===== src/rtl/immediate_gen.sv =====
// ---------------------------------------------------------------------------
// immediate_gen
//
// Purpose:
//   Decodes an RV32I instruction word into its sign-extended immediate and
//   format code. The result is registered, so outputs appear one clock after
//   the instruction is captured. Branch (SB) and jump (UJ) offsets come out
//   right-aligned, without the implicit <<1. The branch/jump adder applies
//   that shift.
//
// Ports:
//   clk               in   1   single clock, rising-edge active
//   rst_n             in   1   synchronous active-low reset
//   in_valid          in   1   instruction qualifier (capture when high)
//   instruction       in  32   RV32I instruction word, opcode = [6:0]
//   out_valid         out  1   high the cycle after a captured instruction
//   signExtnImmediate out 32   registered immediate
//   imm_type          out  3   registered format: 0 R, 1 I, 2 S, 3 SB,
//                              4 U, 5 UJ, 7 illegal
//   illegal           out  1   registered, high iff imm_type == 7
//
// Handshake:
//   There is no backpressure. An instruction is taken on every rising edge
//   where in_valid is high. out_valid follows in_valid with a one-cycle delay.
//   While out_valid is low, the data outputs keep their last captured value.
// ---------------------------------------------------------------------------
module immediate_gen (
    input  logic        clk,
    input  logic        rst_n,
    input  logic        in_valid,
    input  logic [31:0] instruction,
    output logic        out_valid,
    output logic [31:0] signExtnImmediate,
    output logic [2:0]  imm_type,
    output logic        illegal
);

    localparam logic [2:0] TYPE_R   = 3'd0;
    localparam logic [2:0] TYPE_I   = 3'd1;
    localparam logic [2:0] TYPE_S   = 3'd2;
    localparam logic [2:0] TYPE_SB  = 3'd3;
    localparam logic [2:0] TYPE_U   = 3'd4;
    localparam logic [2:0] TYPE_UJ  = 3'd5;
    localparam logic [2:0] TYPE_ILL = 3'd7;

    localparam logic [6:0] OP_IMM    = 7'b0010011;
    localparam logic [6:0] OP_LOAD   = 7'b0000011;
    localparam logic [6:0] OP_JALR   = 7'b1100111;
    localparam logic [6:0] OP_FENCE  = 7'b0001111;
    localparam logic [6:0] OP_SYSTEM = 7'b1110011;
    localparam logic [6:0] OP_STORE  = 7'b0100011;
    localparam logic [6:0] OP_BRANCH = 7'b1100011;
    localparam logic [6:0] OP_LUI    = 7'b0110111;
    localparam logic [6:0] OP_AUIPC  = 7'b0010111;
    localparam logic [6:0] OP_JAL    = 7'b1101111;
    localparam logic [6:0] OP_REG    = 7'b0110011;

    logic [6:0]  w_opcode;
    logic [2:0]  w_type;
    logic [31:0] w_imm;

    logic        r_valid;
    logic [31:0] r_imm;
    logic [2:0]  r_type;
    logic        r_illegal;

    assign w_opcode = instruction[6:0];

    // Format decode and immediate assembly for the incoming word.
    always_comb begin
        w_type = TYPE_ILL;
        w_imm  = 32'h0000_0000;
        case (w_opcode)
            OP_IMM, OP_LOAD, OP_JALR, OP_FENCE, OP_SYSTEM: begin
                w_type = TYPE_I;
                w_imm  = {{20{instruction[31]}}, instruction[31:20]};
            end
            OP_STORE: begin
                w_type = TYPE_S;
                w_imm  = {{20{instruction[31]}}, instruction[31:25],
                          instruction[11:7]};
            end
            OP_BRANCH: begin
                // Offset bits [12:1] packed into a 12-bit field, unshifted.
                w_type = TYPE_SB;
                w_imm  = {{20{instruction[31]}}, instruction[31],
                          instruction[7], instruction[30:25],
                          instruction[11:8]};
            end
            OP_LUI, OP_AUIPC: begin
                w_type = TYPE_U;
                w_imm  = {instruction[31:12], 12'h000};
            end
            OP_JAL: begin
                // Offset bits [20:1] packed into a 20-bit field, unshifted.
                w_type = TYPE_UJ;
                w_imm  = {{12{instruction[31]}}, instruction[31],
                          instruction[19:12], instruction[20],
                          instruction[30:21]};
            end
            OP_REG: begin
                w_type = TYPE_R;
                w_imm  = 32'h0000_0000;
            end
            default: begin
                w_type = TYPE_ILL;
                w_imm  = 32'h0000_0000;
            end
        endcase
    end

    // Reset wins over capture. When in_valid is low, only the valid flag
    // drops and the data registers hold their contents.
    always_ff @(posedge clk) begin
        if (!rst_n) begin
            r_valid   <= 1'b0;
            r_imm     <= 32'h0000_0000;
            r_type    <= TYPE_R;
            r_illegal <= 1'b0;
        end else if (in_valid) begin
            r_valid   <= 1'b1;
            r_imm     <= w_imm;
            r_type    <= w_type;
            r_illegal <= (w_type == TYPE_ILL);
        end else begin
            r_valid   <= 1'b0;
        end
    end

    assign out_valid         = r_valid;
    assign signExtnImmediate = r_imm;
    assign imm_type          = r_type;
    assign illegal           = r_illegal;

endmodule


===== config.mk =====
export PLATFORM = sky130hd
export DESIGN_NAME = immediate_gen
export DESIGN_NICKNAME = d
export VERILOG_FILES = /design/src/rtl/immediate_gen.sv
export SDC_FILE = /design/constraint.sdc
export NUM_CORES = 1
export LEC_CHECK = 0
export BUFFER_PORTS_ARGS = -buffer_cell sky130_fd_sc_hd__buf_2
export CAP_MARGIN = 40
export CORE_MARGIN = 2
export CORE_UTILIZATION = 40
export DETAILED_ROUTE_END_ITERATION = 16
export PLACE_DENSITY = 0.71
export SYNTH_ARGS = -nofsm -noshare
export SYNTH_HDL_FRONTEND = slang
export SYNTH_SLANG_ARGS = --single-unit

===== constraint.sdc =====
create_clock -name clk -period 1.6 [get_ports clk]
set_clock_uncertainty 0.2 [all_clocks]
set_input_delay 0.16 -clock clk [delete_from_list [all_inputs] [get_ports clk]]
set_output_delay 0.16 -clock clk [all_outputs]
set_load 0.01 [all_outputs]

# == Word-level counts from Yosys, hierarchy flattened ==
# Index checks and enable logic that the tools add are counted.
# W data, S select, Z words.
# word_totals
word_cells,21
ff_bits,37
inputBits,35
# classes
n_reduce_logical,2
n_mux,3
eq_ne,12
# op_table
cell,n
$pmux W32 S5,1
$eq A7 B7 Y1 const B,4
$eq A7 B6 Y1 const B,3
$pmux W3 S6,1
$eq A7 B5 Y1 const B,2
$eq A7 B2 Y1 const B,1
$eq A7 B4 Y1 const B,1
$reduce_or A5 Y1,1
$eq A3 B3 Y1 const B,1
$reduce_or A2 Y1,1
$mux W1,1

# == Longest topological paths before layout ==
# depth
word_depth,4
mapped_depth,7
ltp_nobuf,5

# == Worst setup path after synthesis ==
# Ideal clock, no wire load.
# synth_path
path_kind,input port to flip-flop
from,in instruction[4]
to,reg r_imm[30] (netlist: signExtnImmediate[30])
slack_ps,-15
t_arrival_ps,1301
required_ps,1286
cell_stages,7
cell_sequence,buf_2 > nor2b_1 > o21a_1 > o311ai_4 > buf_6 > a21oi_1 > a21o_1
# synth_between
elab_chain_len,3
elab_cells_between_ends,13
classes_between,10 x eq/ne; 1 x mux; 2 x reduce/logical
# synth_rtl
item,line_no,rtl
start: declaration,31,"input logic [31:0] instruction,"
$eq A7 B5 Y1 (tied with other cells),73,case (w_opcode)
$reduce_or A5 Y1 or $reduce_or A2 Y1 (tied branches),73,
$pmux W32 S5 (*),73,
end signal: assignment,122,r_imm <= w_imm;
end: declaration,63,logic [31:0] r_imm;
# Mark *: on every way between the ends. The rest lies on a longest branch, timed or not.
# A chain may end at the register's enable or synchronous reset.

# == Worst setup path after layout ==
# layout_path
from,in instruction[6]
to,reg r_imm[3] (netlist: signExtnImmediate[3])
# The elaborated chain is that of the path after synthesis.

==> metrics.txt <==
Reg clk slew, reported paths 70 ps; asr flop ratio synth 0%; Longest Clk Path Bufs 2; Via density about 5.4; status completed; Total GRT Usage about 22%; Vert. Die Dim 71.2 um; static power due to leakage 0.00125 uW; Least-Margin Pin Slew about 550 ps; worst ir drop on vdd between 0.5 and 0.6 mV; fin crit share 90.5%; antenna fix cells 0; CP required 1620 ps; DRT Wirelength 5390 um; Fin. Hold Viols 0; clk root buf clkbuf_8; RSZ-0062 raised after global routing false; # IOs 72; Vias 2,038; DR iter-0 viols 152; max cap viols 0; Synth Instances 212; Final ANT Viol Nets 0; first-pass GRT wire length 8710 um; critical path launch point type input pin; Layout area overhead 50.7%; clock sinks 37; Buffers on Ports 71; largest net degree at the start of global routing 22; Layout Nets 357; initial antenna violation count 0; row count 24; PwrDens 772 mW/mm2; clk_lat worst skew between 200 and 300 ps; vias in the first global route 1,946; slew margin rel. 63.4%; grt ovf 0; max-slew violation count 0; Die X 71.2 um; cts bufs inserted 5; Syn. warnings 0; layout cells sized above 1 36.2%; core area 0.00435 mm2; critical path fanouts, max 6; Placed Area about 0.0024 mm2; Hold Crit Class input pin to flip-flop; Fill cells 381; Post-route DRC 0; Util after Layout 62.6%; Starting Density 41.5%; synthesized area 0.00181 mm2; 1st-pass router iterations 4; hpwl dp 3850 um; sequential-to-total area share from yosys stat between 40% and 50%; Syn Area/Cell 8.53 um2; Synth Flop Type dfxtp_1; library cells used by synthesis 43; WP data arrival between 1000 and 1500 ps; H-tree depth 2; Post-synth EDFFs 0; routed len/inst ~14 um; Synth Net Count between 200 and 250; most frequent cells in the layout buf_2 (71), dfxtp_1 (37), a21oi_1 (32), nand2_1 (31), buf_4 (25); GPL Wtd Cong a little over 0.9; final setup fails 0; number of synthesized register bits 37; final worst path period need 1450 ps; footprint of the multi-input gates 1000 um2; Tot Pwr 2100 uW; most common cell after layout, fill and taps aside buf_2; Final Cell Area roughly 0.0027 mm2; Fmax between 600 and 700 MHz; sequential cell area about 740 um2; Crit. End Element flip-flop; CTS tree done; full die area about 0.0051 mm2; critical path type input pin to flip-flop
## cells by family after synthesis
group / synth area share, %
buffers and inverters: 4.91
xor gates and xnor gates: 0.485
AOI/OAI and AO/OA: 35.0
DFF: 41.0
and+or+nand+nor: 16.4
muxes: 2.21
## worst max-delay path: stages
cell,delay (ps)
buf_2,150
buf_4,150
or3_1,360
o32a_1,160
o21ai_1,210
a221oi_1,140
a21oi_1,150
## flip-flops by register name (all words and copies together) (netlist names)
| signal | count |
|---|---|
| signExtnImmediate | 32 |
| imm_type | 3 |
| illegal | 1 |
| out_valid | 1 |
## metrics by stage
step           worst slack [ps]  TNS (ps)  instances  hold WS [ps]
2_1_floorplan              3.10         0        212          98.4
3_3_place_gp               -138     -3590        349           224
3_5_place_dp               -207     -3790        349           230
4_1_cts                     119         0        375          14.4
5_1_grt                    15.5         0        375          28.7
6_report                    151         0        375          18.0
## power by group
| group | internal (uW) | switching [uW] | total (uW) |
|---|---|---|---|
| logic | 157 | 159 | 316 |
| registers | 941 | 10.5 | 952 |
| clock network | 508 | 327 | 836 |
| total | 1610 | 497 | 2100 |
## layout make-up
cell class,instances,area share [%]
Timing Repair Buffer,118,29.5
Sequential cell,37,27.2
Tap cell,52,2.39
Clock inverter,1,1.10
Multi-Input combinational cell,160,36.7
Clock buffer,7,3.17
## per-layer routing
layer,GRT usage [%],share of wire [%],vias up
met5,0,0,-
met4,7.97,1.7,0
met3,6.05,6.3,8
met2,35.6,48,83
met1,26.9,44,936
li1,-,-,1011
## worst paths after layout
path | startpoint | to | slack, ps | cells after the start
worst max-delay path | instruction[6] | signExtnImmediate[3]$_SDFFE_PN0P_ | 150 | 7
worst max register to register | signExtnImmediate[4]$_SDFFE_PN0P_ | signExtnImmediate[4]$_SDFFE_PN0P_ | 490 | 4
worst min register to register | signExtnImmediate[9]$_SDFFE_PN0P_ | signExtnImmediate[9]$_SDFFE_PN0P_ | 240 | 2
worst min-delay path | in_valid | imm_type[0]$_SDFFE_PN0P_ | 20 | 2
## timing repair
item	CTS	global route
endpoints found under the hold margin	16	0
endpoints found under the setup margin	0	12
buffers inserted	0	0
resized for setup	0	2
hold buffers	18	0
## cell usage after synthesis, drive strengths merged (2+ instances only)
master	instances	share of area, %
nand2b	2	0.69
a211oi	2	1.1
clkbuf	2	0.42
nor2	5	1.2
nor4	2	1.4
a22oi	7	2.9
a221oi	5	2.4
nand2	31	6.4
dfxtp	37	41
nor2b	2	0.69
nand3	2	0.55
a21oi	32	8.9
a21o	12	5.0
o21ai	25	6.9
nand3b	2	0.83
a32oi	5	2.4
and2	3	1.0
mux2i	4	2.2
buf	13	4.5
or2	2	0.69
Power figures use the tool's default switching activity.
